`src/rtl/sine_dac_pkg.sv`:
```
// Shared types and constants for the sine-generator-to-DAC SPI serializer.
package sine_dac_pkg;

    localparam int FRAME_W = 16;
    localparam int DATA_W  = 10;
    localparam logic [3:0] DEFAULT_CFG_NIBBLE = 4'b0011;

    typedef enum logic [1:0] {
        IDLE,
        SHIFT,
        HOLD,
        LDAC
    } state_t;

    // DAC word layout: control nibble, 10-bit sample, two don't-care LSBs.
    function automatic logic [FRAME_W-1:0] build_frame(input logic [3:0] cfg,
                                                       input logic [DATA_W-1:0] sample);
        return {cfg, sample, 2'b00};
    endfunction

endpackage

```
`src/rtl/sine_dac_spi_sclk_tick_gen.sv`:
```
// Divider producing a one-cycle tick every SCLK_DIV clocks while enabled;
// the count restarts from zero whenever the enable is low.
module sclk_tick_gen #(
    parameter int unsigned SCLK_DIV = 2
) (
    input  logic clk,
    input  logic rst,
    input  logic en,
    output logic tick
);

    logic [7:0] cnt;

    assign tick = en && (cnt == 8'(SCLK_DIV - 1));

    always_ff @(posedge clk or posedge rst) begin
        if (rst) begin
            cnt <= '0;
        end else if (!en || tick) begin
            cnt <= '0;
        end else begin
            cnt <= cnt + 8'd1;
        end
    end

endmodule

```
`src/rtl/sine_dac_spi.sv`:
```
// SPI mode-0 serializer feeding 10-bit sine samples to a DAC, with a one-deep
// pending buffer. Define SINE_DAC_LDAC_EN to add the LDAC latch pulse state.
module sine_dac_spi
    import sine_dac_pkg::*;
#(
    parameter int unsigned SCLK_DIV   = 2,
    parameter logic [3:0]  CFG_NIBBLE = DEFAULT_CFG_NIBBLE
) (
    input  logic              Clk,
    input  logic              Reset,
    input  logic [DATA_W-1:0] iData_sin,
    input  logic              iValid,
    output logic              oReady,
    output logic              oOverrun,
    output logic              oSclk,
    output logic              oCsN,
    output logic              oMosi,
    output logic              oLdacN,
    output logic              oBusy
);

    state_t              state;
    logic [FRAME_W-2:0]  shift_reg;
    logic [3:0]          bit_cnt;
    logic [DATA_W-1:0]   pend_data;
    logic                pend_valid;
    logic                sclk_r;
    logic                csn_r;
    logic                mosi_r;
    logic                busy_r;
    logic                tick;
    logic                accept;
    logic                frame_end;
    logic                start;
    logic [DATA_W-1:0]   start_sample;
    logic [FRAME_W-1:0]  start_frame;

    assign oReady   = (state == IDLE) || !pend_valid;
    assign accept   = iValid && oReady;
    assign oOverrun = iValid && !oReady;

    assign oSclk = sclk_r;
    assign oCsN  = csn_r;
    assign oMosi = mosi_r;
    assign oBusy = busy_r;

    sclk_tick_gen #(
        .SCLK_DIV(SCLK_DIV)
    ) u_tick_gen (
        .clk (Clk),
        .rst (Reset),
        .en  (state != IDLE),
        .tick(tick)
    );

`ifdef SINE_DAC_LDAC_EN
    logic ldacn_r;
    assign oLdacN    = ldacn_r;
    assign frame_end = tick && (state == LDAC);
`else
    assign oLdacN    = 1'b0;
    assign frame_end = tick && (state == HOLD);
`endif

    // A new frame starts from IDLE, or straight out of the frame tail when a
    // sample is waiting (or arrives on that very cycle, bypassing the buffer).
    assign start        = ((state == IDLE) && accept) || (frame_end && (pend_valid || accept));
    assign start_sample = pend_valid ? pend_data : iData_sin;
    assign start_frame  = build_frame(CFG_NIBBLE, start_sample);

    always_ff @(posedge Clk or posedge Reset) begin
        if (Reset) begin
            state      <= IDLE;
            shift_reg  <= '0;
            bit_cnt    <= '0;
            pend_data  <= '0;
            pend_valid <= 1'b0;
            sclk_r     <= 1'b0;
            csn_r      <= 1'b1;
            mosi_r     <= 1'b0;
            busy_r     <= 1'b0;
`ifdef SINE_DAC_LDAC_EN
            ldacn_r    <= 1'b1;
`endif
        end else begin
            case (state)
                SHIFT: begin
                    if (tick) begin
                        if (!sclk_r) begin
                            sclk_r <= 1'b1;
                        end else begin
                            sclk_r <= 1'b0;
                            if (bit_cnt == 4'd15) begin
                                state  <= HOLD;
                                csn_r  <= 1'b1;
                                mosi_r <= 1'b0;
                            end else begin
                                bit_cnt   <= bit_cnt + 4'd1;
                                mosi_r    <= shift_reg[FRAME_W-2];
                                shift_reg <= {shift_reg[FRAME_W-3:0], 1'b0};
                            end
                        end
                    end
                end
`ifdef SINE_DAC_LDAC_EN
                HOLD: begin
                    if (tick) begin
                        state   <= LDAC;
                        ldacn_r <= 1'b0;
                    end
                end
                LDAC: begin
                    if (tick) begin
                        ldacn_r <= 1'b1;
                    end
                end
`endif
                default: ;
            endcase

            if (accept && (state != IDLE)) begin
                pend_data  <= iData_sin;
                pend_valid <= 1'b1;
            end

            // Later assignments here take priority over the state updates above.
            if (start) begin
                state      <= SHIFT;
                csn_r      <= 1'b0;
                busy_r     <= 1'b1;
                sclk_r     <= 1'b0;
                mosi_r     <= start_frame[FRAME_W-1];
                shift_reg  <= start_frame[FRAME_W-2:0];
                bit_cnt    <= '0;
                pend_valid <= 1'b0;
            end else if (frame_end) begin
                state  <= IDLE;
                busy_r <= 1'b0;
            end
        end
    end

endmodule

```
`config.mk`:
```
export PLATFORM = sky130hd
export DESIGN_NAME = sine_dac_spi
export DESIGN_NICKNAME = d
export VERILOG_FILES = /design/src/rtl/sine_dac_pkg.sv /design/src/rtl/sine_dac_spi_sclk_tick_gen.sv /design/src/rtl/sine_dac_spi.sv
export SDC_FILE = /design/constraint.sdc
export NUM_CORES = 1
export LEC_CHECK = 0
export ABC_AREA = 0
export CORE_MARGIN = 3
export CORE_UTILIZATION = 51
export CTS_CLUSTER_SIZE = 12
export DETAILED_ROUTE_END_ITERATION = 7
export PLACE_DENSITY = 0.75
export SETUP_SLACK_MARGIN = 0.02
export SLEW_MARGIN = 5
export SYNTH_ARGS = -nofsm -noshare
export SYNTH_HDL_FRONTEND = slang
export SYNTH_SLANG_ARGS = --single-unit
```
`constraint.sdc`:
```
create_clock -name Clk -period 1.97 [get_ports Clk]
set_clock_uncertainty 0.1 [all_clocks]
set_input_delay 0.394 -clock Clk [delete_from_list [all_inputs] [get_ports Clk]]
set_output_delay 0.394 -clock Clk [all_outputs]
set_load 0.03 [all_outputs]
```
* After elaboration in Yosys (flattened, before gate mapping)
Index checks and enable logic that the tools add are counted.
** Storage, ports and cells
- Bits in registers :: 44
- Output and inout port bits :: 7
- Word-level logic and storage cells :: 84
** Operators by class
- $add $sub $neg :: 2
- Equality and inequality tests :: 5
- Muxes and demuxes :: 36
- Reduce and logical (&&, ||, !) cells :: 31
** Operators with widths (number)
- $mux W15 :: 5
- $mux W4 :: 5
- $mux W1 :: 18
- $reduce_bool A2 Y1 :: 7
- $mux W2 :: 6
- $reduce_and A4 Y1 :: 3
- $reduce_bool A3 Y1 :: 4
- $mux W10 :: 1
- $add A8 B1 Y8 const B :: 1
- $eq A8 B1 Y1 const B :: 1
- $mux W8 :: 1
- $logic_and A1 B1 Y1 :: 7
- $add A4 B1 Y4 const B :: 1
- $eq A4 B4 Y1 const B :: 1
- $logic_or A1 B1 Y1 :: 4
- $logic_not A1 Y1 :: 3
- $reduce_and A3 Y1 :: 1
- $eq A2 B1 Y1 const B :: 1
- $eq A2 B2 Y1 const B :: 1
- $logic_not A2 Y1 :: 1
- $ne A2 B2 Y1 const B :: 1
- $reduce_and A2 Y1 :: 1

* Depth between registers and ports, before layout
Gate-level depths: netlist (run 1).
- Depth in word-level cells :: 8
- Mapped depth :: 8
- Gate-level depth less buffers :: 6

* Modules after synthesis
From an unflattened synthesis (run 1), not the netlist that was laid out.
** Second synthesis, totals
- Cells, all modules :: 192
- Area total of the unflattened synthesis :: 2144.6 um^2
** By module, submodules not included
- sine_dac_spi :: times used 1, cells an instance 151, area an instance 1739.2 um^2, seq. area each 852.1 um^2
- sclk_tick_gen :: times used 1, cells an instance 41, area an instance 405.4 um^2, seq. area each 200.2 um^2

* Least setup slack after synthesis (run 1)
No wires, ideal clock.
- Path kind :: reg-to-output
- Start point :: reg pend_valid
- End point :: out oOverrun
- Arrival time :: 1774 ps
- Data required time :: 1476 ps
- Setup slack :: -298 ps
- Cell stages (with the launch flop) :: 5
- Buffers on the path :: 2
- Path through :: dfrtp_1 -> clkbuf_1 -> buf_2 -> o21ai_0 -> nor2_1
** Between the ends
- Word-level cells in the longest chain between the ends :: 4
** Ends and longest elaborated chain
- from (decl) :: RTL line sine_dac_spi.sv:26 : logic pend_valid;
- from (signal assigned) :: RTL line sine_dac_spi.sv:77 : pend_valid <= 1'b0;
- from (signal assigned) :: RTL line sine_dac_spi.sv:123 : pend_valid <= 1'b1;
- from (signal assigned) :: RTL line sine_dac_spi.sv:135 : pend_valid <= 1'b0;
- $logic_not A1 Y1 :: RTL line sine_dac_spi.sv:38 : assign oReady = (state == IDLE) || !pend_valid;
- $logic_or A1 B1 Y1 :: RTL line sine_dac_spi.sv:38
- via oReady :: RTL line sine_dac_spi.sv:13 : output logic oReady,
- $logic_not A1 Y1 :: RTL line sine_dac_spi.sv:40 : assign oOverrun = iValid && !oReady;
- $logic_and A1 B1 Y1 :: RTL line sine_dac_spi.sv:40
- to (decl) :: RTL line sine_dac_spi.sv:14 : output logic oOverrun,
The timed path passes the listed nets, and every way through them passes these cells.

* Worst setup path after layout (run 1)
- Start point :: reg u_tick_gen.cnt[1]
- End point :: reg bit_cnt[2]
** Between the ends
- Word-level cells in the longest chain between the ends :: 7
- Elaborated cells on any way between the ends :: 11
- Those cells by class :: eq/ne: 2; mux: 1; reduce/logical: 8
** Ends and longest elaborated chain
- from (decl) :: RTL line sine_dac_spi_sclk_tick_gen.sv:12 : logic [7:0] cnt;
- from (signal assigned) :: RTL line sine_dac_spi_sclk_tick_gen.sv:22 : cnt <= cnt + 8'd1;
- $eq A8 B1 Y1 * :: RTL line sine_dac_spi_sclk_tick_gen.sv:14 : assign tick = en && (cnt == 8'(SCLK_DIV - 1));
- $logic_and A1 B1 Y1 * :: RTL line sine_dac_spi_sclk_tick_gen.sv:14
- $logic_and A1 B1 Y1 :: RTL line sine_dac_spi.sv:62 : assign frame_end = tick && (state == HOLD);
- $logic_and A1 B1 Y1 :: RTL line sine_dac_spi.sv:67 : assign start = ((state == IDLE) && accept) || (frame_end && (pend_valid || accept));
- $logic_or A1 B1 Y1 :: RTL line sine_dac_spi.sv:67
- $ne A2 B2 Y1 (no source line) / $reduce_bool A2 Y1 (equally long branches)
- $reduce_and A4 Y1 (no source line)
- to (signal assigned) :: RTL line sine_dac_spi.sv:98 : bit_cnt <= bit_cnt + 4'd1;
- to (decl) :: RTL line sine_dac_spi.sv:24 : logic [3:0] bit_cnt;
Every way passes the cells marked *; elsewhere a longest branch is shown, timed or not.
A chain may end at the register's enable or synchronous reset.

==> metrics.txt, run 1 <==
Rows=22; clock slew at reported path FFs=0.08 ns; Slew Viols, Final=0; total area of multi-input combinational cells=966 um2; number of global-route vias before repair=1466; Total Wirelength=approximately 4000 um; nets=230; RSZ-0062 raised after global routing=true; Worst Slack Setup Final=approximately 0.067 ns; Sw Pwr=1.16 mW; routed vias/inst=5.54; fmax=525 MHz; Max-slew headroom=0.652; Core Area=3830 um2; setup violators final=0; area share of the largest cell type after synthesis=0.489; pwr/cell area=about 1300 nW/um2; Primary FF master, synth=dfrtp_1; Fin. Hold Viols=0; max reg flops=13; vias=1458; Crit. Startpoint=u_tick_gen.cnt[1]; grt total ovfl=0; Setup TNS=0 ns; status=finished, final reports clean; first-pass GRT wire length=6620 um; HPWL Detailed=2700 um; worst path cell trace=inv_1 -> ha_2 -> nor4b_4 -> nand2_2 -> a211oi_4 -> buf_6 -> buf_6 -> clkbuf_16 -> a21oi_1; sw frac=0.348; FF+latch area=about 1100 um2; Final GP Congestion=about 0.84; Reg2Reg Launch Point=u_tick_gen.cnt[1]; CTS tree=built; Pint=2.17 mW; total die area=4920 um2; Critical Path AT=a little under 2 ns; cells after synthesis=178; DP Area=2400 um2; Max VDD drop=0.643 mV; width of the die=70.2 um; cell taking the most area after synthesis=dfrtp_1; DRT Pass-1 Iters=4; clock network fraction of total power=0.169; Worst Reg-to-Reg Cells=9; cell with the largest stage delay on the worst path=dfrtp_1; Routed Antenna Nets=0; pre-CTS WS=0.0144 ns; Initial Util=0.549; Filler cells=about 280; Wirelength per Cell=15.3 um; Seq pwr share=0.437; most used cell, CP=buf_6; clk sinks=42; clk_lat worst skew=about 0.29 ns; I/O pin cnt=20; final core occ=0.680; layout cell share with drive strength beyond 1=0.256; hold crit path type=in2async; clk buf depth=2; Synth Warn #=0; Synth area leaders=dfrtp_1, mux2i_1, mux2_2; Seq cells post-synth=42; r2r endpoint=bit_cnt[2]; largest net degree at the start of global routing=28; DRT iter0 DRCs=67; CP Capture Type=register; Antenna Cells=0; mapped cell area=roughly 2100 um2; Worst Setup Start Kind=register; reg-to-reg slack, setup=0.07 ns; all-layer global routing usage=0.167; Setup crit end=bit_cnt[2]; Final Cycle Share=0.966; Placed Cells=between 200 and 250; critical path class=reg2reg; sequential share of the synthesized area=0.501; H-tree depth=2; Mapped Avg Cell Area=11.8 um2; Distinct cells, synth=41; area grow syn2layout=23.8%; Finished Cell Area=2600 um2; Critical Path RT=between 2 and 2.5 ns; DRC viols=0; hold_ws=about 0.17 ns; Static Leakage=approximately 1.2 nW; Layout Cells excl Fill=263; Tot Pwr=3.33 mW; port buffer count=18; Worst-Margin Slew=0.519 ns; Crit path largest cell delay=0.38 ns; Num CTS Buffers=5; Net Count, Synth=194; Tmin final=approximately 1.9 ns; FFs w/ async S/R, synth=1.00; Max-Cap Viols=0; number of flops mapped to enable cells by yosys=0; Comb power frac=0.395; chip height=70.2 um; initial antenna violation count=0; CP Max Fanout=5; Root Buffer Master=clkbuf_8
==> cell families after synthesis <==
kind of cell    synth area share
compound gates            0.0560
xor+xnor                  0.0334
fa+ha+maj                 0.0179
buf+inv                   0.0501
flops                      0.501
mux                        0.206
other cells              0.00179
simple gates               0.134
==> timing repair <==
item	CTS	global route
cloned	0	3
buffers inserted	0	3
pin swaps	0	4
setup endpoints to repair	2	10
resized for setup	2	8
hold buffers	0	0
==> worst min-delay path by stage <==
stage,cells after the start,end,startpoint
after global placement,1,shift_reg[12],shift_reg[12]
final,2,u_tick_gen.cnt[1],Reset
after global routing,2,u_tick_gen.cnt[1],Reset
after floorplan,1,shift_reg[13],shift_reg[13]
after CTS,2,u_tick_gen.cnt[1],Reset
after detailed placement,1,shift_reg[13],shift_reg[13]
==> cell usage in the layout, fill, tap and decap left out, types with 2 or more instances in the layout <==
master,n
o21ai_1,2
a21oi_1,3
buf_6,3
inv_1,7
clkbuf_8,6
dlygate4sd2_1,2
ha_1,2
xnor2_1,2
mux2_2,10
xor2_1,6
buf_12,2
nor3_2,2
nor2_1,17
a211o_1,2
a31oi_1,2
and3_1,3
nand4_1,3
nand3_1,4
mux2i_1,32
clkbuf_16,2
nand2_1,3
buf_4,15
nand4b_1,2
clkdlybuf4s50_1,15
dfrtp_1,41
nor2_2,4
==> critical path: cells and delay by family, from the launching register on <==
family | cells | cell delay [ns]
AO/OA/AOI/OAI | 2 | 0.27
adder cells (fa/ha/maj) | 1 | 0.15
buffers and inverters | 4 | 0.45
flip-flops | 1 | 0.38
AND/OR/NAND/NOR | 2 | 0.45
==> layer usage <==
layer / GRT usage / routed length [um]
met1: 0.208 / 1700
met2: 0.284 / 2130
met3: 0.0345 / 124
met4: 0.0638 / 59
met5: 0 / 0
==> power by group through the flow <==
stage	Sequential [mW]	Combinational (mW)	Clock, mW
finish	1.45	1.31	0.561
global route	1.49	1.47	0.614
CTS	1.45	1.25	0.577
detailed placement	1.46	1.25	0
global placement	1.44	1.20	0
floorplan	1.45	0.872	0
==> final cells by class <==
type	count	area share
clock inverters	1	0.00192
multi-input cells	119	0.372
clock buffers	7	0.0332
well taps	48	0.0231
repair buffers	39	0.155
flip-flops and latches	42	0.405
inverters	7	0.0101
==> synthesized netlist by cell type, drive strengths merged (2+ instances only) <==
master / number
nor3: 3
a31oi: 2
a21oi: 4
a211oi: 2
ha: 3
nand3: 4
nand4: 4
xor2: 6
xnor2: 2
mux2: 10
nand4b: 2
o21ai: 3
nor2: 22
inv: 7
nand2: 4
clkbuf: 2
a211o: 2
and2: 2
dfrtp: 41
buf: 8
and3: 4
mux2i: 32
No activity file was read; power rests on OpenSTA's default activity.
==> inputs of run 2 (changes only) <==
--- a/config.mk
+++ b/config.mk
@@ -7,12 +7,12 @@
 export LEC_CHECK = 0
 export ABC_AREA = 0
 export CORE_MARGIN = 3
-export CORE_UTILIZATION = 51
+export CORE_UTILIZATION = 54
 export CTS_CLUSTER_SIZE = 12
 export DETAILED_ROUTE_END_ITERATION = 7
-export PLACE_DENSITY = 0.75
+export PLACE_DENSITY = 0.76
 export SETUP_SLACK_MARGIN = 0.02
-export SLEW_MARGIN = 5
+export SLEW_MARGIN = 10
 export SYNTH_ARGS = -nofsm -noshare
 export SYNTH_HDL_FRONTEND = slang
 export SYNTH_SLANG_ARGS = --single-unit
==> constraint.sdc (replaced) <==
create_clock -name Clk -period 1.89 [get_ports Clk]
set_clock_uncertainty 0.1 [all_clocks]
set_input_delay 0.378 -clock Clk [delete_from_list [all_inputs] [get_ports Clk]]
set_output_delay 0.378 -clock Clk [all_outputs]
set_load 0.03 [all_outputs]
==> run 2 against run 1 <==
  * The run now ends with negative setup slack left
  * Hold slack gained 0.18 ns
  * Utilization up 3.2 points
  * Clock power is 5.2% higher
  * Count of clock-buffer cells in the layout unchanged
  * Critical path depth decreased by 2
  * Cell count rose by 1.5%
  * Register-to-register slack worse by 0.12 ns
  * Critical path type unchanged
  * Sequential share of layout area is 0.69 points lower
==> metrics.txt, run 2 (synthesis results as in run 1) <==
FF+latch area=1050 um2 (unchanged); Filler cells=276 (-1.8%); clk sinks=42 (unchanged); port buffer count=18 (unchanged); fmax=514 MHz (-2.1%); worst path cell trace=inv_1 -> ha_2 -> nor4b_4 -> nand2_2 -> a211oi_4 -> buf_4 -> mux2i_1; chip height=68.4 um (-2.6%); CP Max Fanout=6 (+1); Antenna Cells=0 (unchanged); critical path class=reg2reg; Wirelength per Cell=16.0 um (+4.9%); H-tree depth=2 (unchanged); clock slew at reported path FFs=0.08 ns (about the same); layout cell share with drive strength beyond 1=0.265 (+0.00903); Static Leakage=1.28 nW (+2.5%); Crit path largest cell delay=0.38 ns (about the same); hold crit path type=in2async; CTS tree=built; Max VDD drop=0.634 mV (-1.4%); Final Cycle Share=1.03 (+0.0625); Core Area=3720 um2 (-2.9%); RSZ-0062 raised after global routing=true; Critical Path RT=2.00 ns (-0.05 ns); most frequent cells in the layout=dfrtp_1, mux2i_1, nor2_1; routed vias/inst=5.66 (+2.0%); Fin. Hold Viols=0 (unchanged); Critical Path AT=2.05 ns (+0.07 ns); initial antenna violation count=0 (unchanged); pwr/cell area=1370 nW/um2 (+6.9%); Max-Cap Viols=0 (unchanged); Initial Util=0.565 (+0.0163); Max-slew headroom=0.661 (+0.00923); DRC viols=0 (unchanged); CP Capture Type=register; Rows=22 (unchanged); total die area=4670 um2 (-5.1%); setup violators final=10 (+10); DRT iter0 DRCs=92 (+37%); largest net degree at the start of global routing=43 (+54%); Worst-Margin Slew=0.505 ns (-0.0137 ns); Worst Slack Setup Final=-0.0540 ns (-0.121 ns); total area of multi-input combinational cells=985 um2 (+1.9%); Num CTS Buffers=5 (unchanged); hold_buf cts=0 (unchanged); Total Wirelength=4280 um (+6.5%); DRT Pass-1 Iters=4 (unchanged); Tmin final=1.94 ns (+0.0408 ns); clk buf depth=2 (unchanged); most common cell after layout, fill and taps aside=dfrtp_1; Final GP Congestion=0.773 (-8.0%); vias=1510 (+3.6%); first-pass GRT wire length=6850 um (+3.4%); grt total ovfl=0 (unchanged); Worst Setup Start Kind=register; Root Buffer Master=clkbuf_8; cell with the largest stage delay on the worst path=dfrtp_1; status=finished, violations left; area grow syn2layout=26.0%; HPWL Detailed=2730 um (+1.3%); failing checks=negative setup slack; I/O pin cnt=20 (unchanged); Setup TNS=-0.353 ns (-0.353 ns); nets=234 (+1.7%); Routed Antenna Nets=0 (unchanged); number of global-route vias before repair=1495 (+2.0%); all-layer global routing usage=0.203 (+0.0354); hold_ws=0.351 ns (+0.184 ns); width of the die=68.4 um (-2.6%); clk_lat worst skew=0.29 ns (about the same); max reg flops=13 (unchanged); Slew Viols, Final=0 (unchanged)
-- run 2: what timing repair did --
| action | 4_1_cts | 5_1_grt |
|---|---|---|
| resized for setup | 7 | 7 |
| gates cloned | 2 | 0 |
| pin swaps | 1 | 4 |
| setup endpoints to repair | 15 | 21 |
| buffers inserted | 3 | 3 |
-- run 2: final cells by class --
| class | instances | area share |
|---|---|---|
| Clock buffer | 7 | 0.0326 |
| Clock inverter | 1 | 0.00189 |
| Inverter | 7 | 0.00993 |
| Multi-Input combinational cell | 119 | 0.372 |
| Sequential cell | 42 | 0.398 |
| Tap cell | 48 | 0.0227 |
| Timing Repair Buffer | 43 | 0.163 |
-- run 2: worst max-delay path, delay by kind of cell (launching register included) --
kind | cells | cell delay [ns]
mux | 1 | 0.22
flops | 1 | 0.38
buf+inv | 2 | 0.30
simple gates | 2 | 0.37
compound gates | 1 | 0.31
fa+ha+maj | 1 | 0.17
-- run 2: path summary, 6_finish.rpt --
kind | start | to | slack [ns] | cells after the start
max in group asynchronous | Reset | oCsN | 1.09 | 3
max | u_tick_gen.cnt[1] | shift_reg[6] | -0.05 | 7
max reg2reg | u_tick_gen.cnt[1] | shift_reg[6] | -0.05 | 7
min in group Clk | pend_data[4] | pend_data[4] | 0.41 | 1
min | Reset | oBusy | 0.35 | 3
min reg2reg | pend_data[4] | pend_data[4] | 0.41 | 1
-- run 2: layer usage --
metal  part of all wire  up-vias  track usage
met5                  0        -            0
li1                   -      702            -
met1               0.43      766        0.247
met2               0.51       31        0.341
met3              0.029       11       0.0361
met4              0.026        0        0.107
-- run 2: power by group --
| group | internal [mW] | switching (mW) | leakage (nW) |
|---|---|---|---|
| logic | 0.787 | 0.722 | 0.723 |
| clock network | 0.295 | 0.296 | 0.0482 |
| registers | 1.27 | 0.252 | 0.507 |
| total | 2.35 | 1.27 | 1.28 |
-- run 2: through the flow --
step	total power, mW	instance area [um2]	worst slack, ns	util	std cells
global route	3.85	2650	-0.125	0.712	267
floorplan	2.43	2110	0.0273	-	178
global placement	2.77	2430	0.0238	0.654	252
finish	3.62	2650	-0.0540	0.712	267
detailed placement	2.86	2430	-0.0343	0.654	252
CTS	3.54	2630	-0.0274	0.707	265
==> inputs of run 3 (changes only) <==
--- a/config.mk
+++ b/config.mk
@@ -15,4 +15,5 @@
 export SLEW_MARGIN = 10
 export SYNTH_ARGS = -nofsm -noshare
 export SYNTH_HDL_FRONTEND = slang
+export SYNTH_HIERARCHICAL = 1
 export SYNTH_SLANG_ARGS = --single-unit
==> constraint.sdc (replaced) <==
create_clock -name Clk -period 1.89 [get_ports Clk]
set_clock_uncertainty 0.1 [all_clocks]
set_input_delay 0.378 -clock Clk [delete_from_list [all_inputs] [get_ports Clk]]
set_output_delay 0.378 -clock Clk [all_outputs]
set_load 0.1 [all_outputs]
==> run 3 against run 2 <==
  * The flow still finishes with violations (negative setup slack)
  * Synthesized cell count grew 7.9%
  * Sequential share of layout area is 3.7 points lower
  * Sequential power shrank 38%
  * Count of clock-buffer cells in the layout stayed put
  * Maximum frequency shrank 18%
  * First-iteration DRC count up 51%
  * Wire length grew 18%
  * Critical path type unchanged
  * Critical endpoint is now shift_reg[10]
==> metrics.txt, run 3 <==
Comb power frac=0.090 (-0.327); Max-Cap Viols=0 (unchanged); Wirelength per Cell=16.9 um (+5.6%); Antenna Cells=0 (unchanged); Net Count, Synth=208 (+7.2%); RSZ-0062 raised after global routing=true; CP Max Fanout=6 (unchanged); most common cell after layout, fill and taps aside=dfrtp_1; Tot Pwr=1.69 mW (-53%); Worst Setup Start Kind=register; number of flops mapped to enable cells by yosys=0 (unchanged); largest family of logic cells by synthesized area=compound AO/OA/AOI/OAI gates; area share of the largest cell type after synthesis=0.478 (-0.0103); Sw Pwr=0.403 mW (-68%); Final Cycle Share=1.25 (+0.224); Mapped Avg Cell Area=11.2 um2 (-5.3%); Pint=1.29 mW (-45%); Worst Slack Setup Final=-0.476 ns (-0.422 ns); first-pass GRT wire length=8460 um (+23%); cell with the largest stage delay on the worst path=or4b_4; delay-heaviest family, CP=simple AND/OR/NAND/NOR gates; Post-Synth Adder-Cell Area=0.0175 (-0.000376); area grow syn2layout=36.1%; CTS tree=built; largest net degree at the start of global routing=35 (-19%); DRT Pass-1 Iters=4 (unchanged); Num CTS Buffers=5 (unchanged); grt total ovfl=0 (unchanged); Post-Synth XOR/XNOR Area=0.0123 (-0.0211); Total Wirelength=5040 um (+18%); CP Capture Type=register; cell taking the most area after synthesis=dfrtp_1; width of the die=69.0 um (+0.97%); Root Buffer Master=clkbuf_8; layout cell share with drive strength beyond 1=0.356 (+0.0912); Critical Path AT=2.45 ns (+0.40 ns); HPWL Detailed=3270 um (+20%); clk buf depth=2 (unchanged); Primary FF master, synth=dfrtp_1; Critical Path RT=1.98 ns (-0.02 ns); Seq cells post-synth=42 (unchanged); Seq pwr share=0.555 (+0.135); total die area=4760 um2 (+2.0%); max reg flops=13 (unchanged); Routed Antenna Nets=0 (unchanged); compound-cell area share of the yosys netlist=0.154 (+0.0980); Tmin final=2.37 ns (+0.422 ns); most frequent cells in the layout=dfrtp_1, buf_4, mux2i_1; mapped cell area=2140 um2 (+2.1%); vias=1731 (+15%); port buffer count=18 (unchanged); hold_ws=0.257 ns (-0.0933 ns); clk_lat worst skew=0.29 ns (about the same); count leader, synth=dfrtp_1; failing checks=negative setup slack; chip height=69.0 um (+0.97%); Static Leakage=1.47 nW (+15%); Crit path largest cell delay=0.47 ns (+0.09 ns); CP Buf/Inv Count=3 (+1); post-synthesis mux area share=0.151 (-0.0557); Max VDD drop=0.513 mV (-19%); Rows=22 (unchanged); I/O pin cnt=20 (unchanged); clock network fraction of total power=0.355 (+0.192); routed vias/inst=5.81 (+2.7%); Post-synth top cells=dfrtp_1, mux2i_1, nand2_1; sw frac=0.238 (-0.113); setup violators final=24 (+14); pwr/cell area=580 nW/um2 (-58%); sequential share of the synthesized area=0.491 (-0.0105); cells after synthesis=192 (+7.9%); fmax=423 MHz (-18%); FFs w/ async S/R, synth=1.00 (unchanged); Core Area=3740 um2 (+0.74%); Post-Synth Simple-Gate Area=0.116 (-0.0180); initial antenna violation count=0 (unchanged); worst path cell trace=inv_1 -> ha_1 -> or4b_4 -> nor3_4 -> buf_6 -> nand2b_4 -> o221ai_4 -> buf_4 -> o21ai_4 -> a22o_1; Slew Viols, Final=0 (unchanged); all-layer global routing usage=0.220 (+0.0177); Initial Util=0.573 (+0.00788); status=finished, violations left; number of global-route vias before repair=1808 (+21%); critical path class=reg2reg; nets=265 (+13%); clk sinks=42 (unchanged); Final GP Congestion=0.874 (+13%); Synth Warn #=6 (+6); DRT iter0 DRCs=139 (+51%); DRC viols=0 (unchanged); Fin. Hold Viols=0 (unchanged); H-tree depth=2 (unchanged); clock slew at reported path FFs=0.08 ns (about the same); Distinct cells, synth=40 (-2.4%); Synth area leaders=dfrtp_1, mux2i_1, mux2_2; hold crit path type=in2async
## run 3: cell types whose count changed in the layout (fill, tap and decap cells not counted), moves of 6 or more
cell / previous run / this run
a21oi_1: 2 / 9
a22o_1: 0 / 12
buf_12: 1 / 7
buf_4: 20 / 38
mux2i_1: 32 / 21
nand2_1: 3 / 12
nor2_1: 21 / 9
## run 3: kinds of logic (layout without fill, tap and decap cells)
| family | count (synthesis) | after routing |
|---|---|---|
| buffers and inverters | 21 | 78 |
| flip-flops | 42 | 42 |
| multiplexers | 31 | 31 |
| adder cells (fa/ha/maj) | 3 | 3 |
| AND/OR/NAND/NOR | 49 | 49 |
| XOR/XNOR | 3 | 3 |
| AO/OA/AOI/OAI | 42 | 43 |
| other | 1 | 1 |
## run 3: routing by layer
layer	GRT usage	vias to the layer above	share of wire
met4	0.0781	0	0.015
met1	0.263	853	0.41
met5	0	-	0
met2	0.385	66	0.52
met3	0.0539	10	0.058
li1	-	802	-
## run 3: layout make-up
| type | instances | area [um2] |
|---|---|---|
| fill | 242 | 825 |
| inverter | 9 | 33.8 |
| multi-input combinational | 130 | 1090 |
| clock inverter | 1 | 5.00 |
| timing repair buffer | 61 | 589 |
| tap | 48 | 60.1 |
| sequential | 42 | 1050 |
| clock buffer | 7 | 86.3 |
## run 3: path summary, 6_finish.rpt
kind,from,endpoint,slack (ns),cells after the start
min reg2reg,shift_reg[14],oMosi,0.41,1
min,Reset,u_tick_gen/cnt[2],0.26,2
max reg2reg,u_tick_gen/cnt[1],shift_reg[10],-0.48,10
min in group Clk,shift_reg[14],oMosi,0.41,1
max in group asynchronous,Reset,oCsN,0.95,3
max,u_tick_gen/cnt[1],shift_reg[10],-0.48,10
## run 3: timing repair
| item | 4_1_cts | 5_1_grt |
|---|---|---|
| resized for setup | 19 | 7 |
| pin swaps | 4 | 5 |
| hold buffers | 0 | 0 |
| buffers inserted | 6 | 6 |
| setup endpoints to repair | 25 | 26 |
| gates cloned | 0 | 1 |
## run 3: metrics by stage
stage / TNS [ns] / cells / utilization / worst slack, ns / instance area, um2
after detailed placement: -12.02 / 278 / 0.699 / -0.531 / 2620
after CTS: -9.20 / 292 / 0.759 / -0.457 / 2840
after global routing: -11.29 / 298 / 0.780 / -0.560 / 2920
final: -9.02 / 298 / 0.780 / -0.476 / 2920
after global placement: -10.04 / 278 / 0.699 / -0.451 / 2620
after floorplan: -10.92 / 192 / - / -0.592 / 2170
## run 3: worst register-to-register path: cells and delay by family (launching register included)
family	cells	cell delay, ns
compound gates	3	0.57
fa+ha+maj	1	0.13
buf+inv	3	0.38
flops	1	0.38
simple gates	3	0.69
## run 3: power by group through the flow
stage / combinational [mW] / clock, mW / sequential [mW]
CTS: 0.154 / 0.609 / 0.940
global route: 0.165 / 0.642 / 0.945
detailed placement: 0.153 / 0 / 0.958
finish: 0.152 / 0.600 / 0.940
global placement: 0.148 / 0 / 0.956
floorplan: 0.0743 / 0 / 0.969
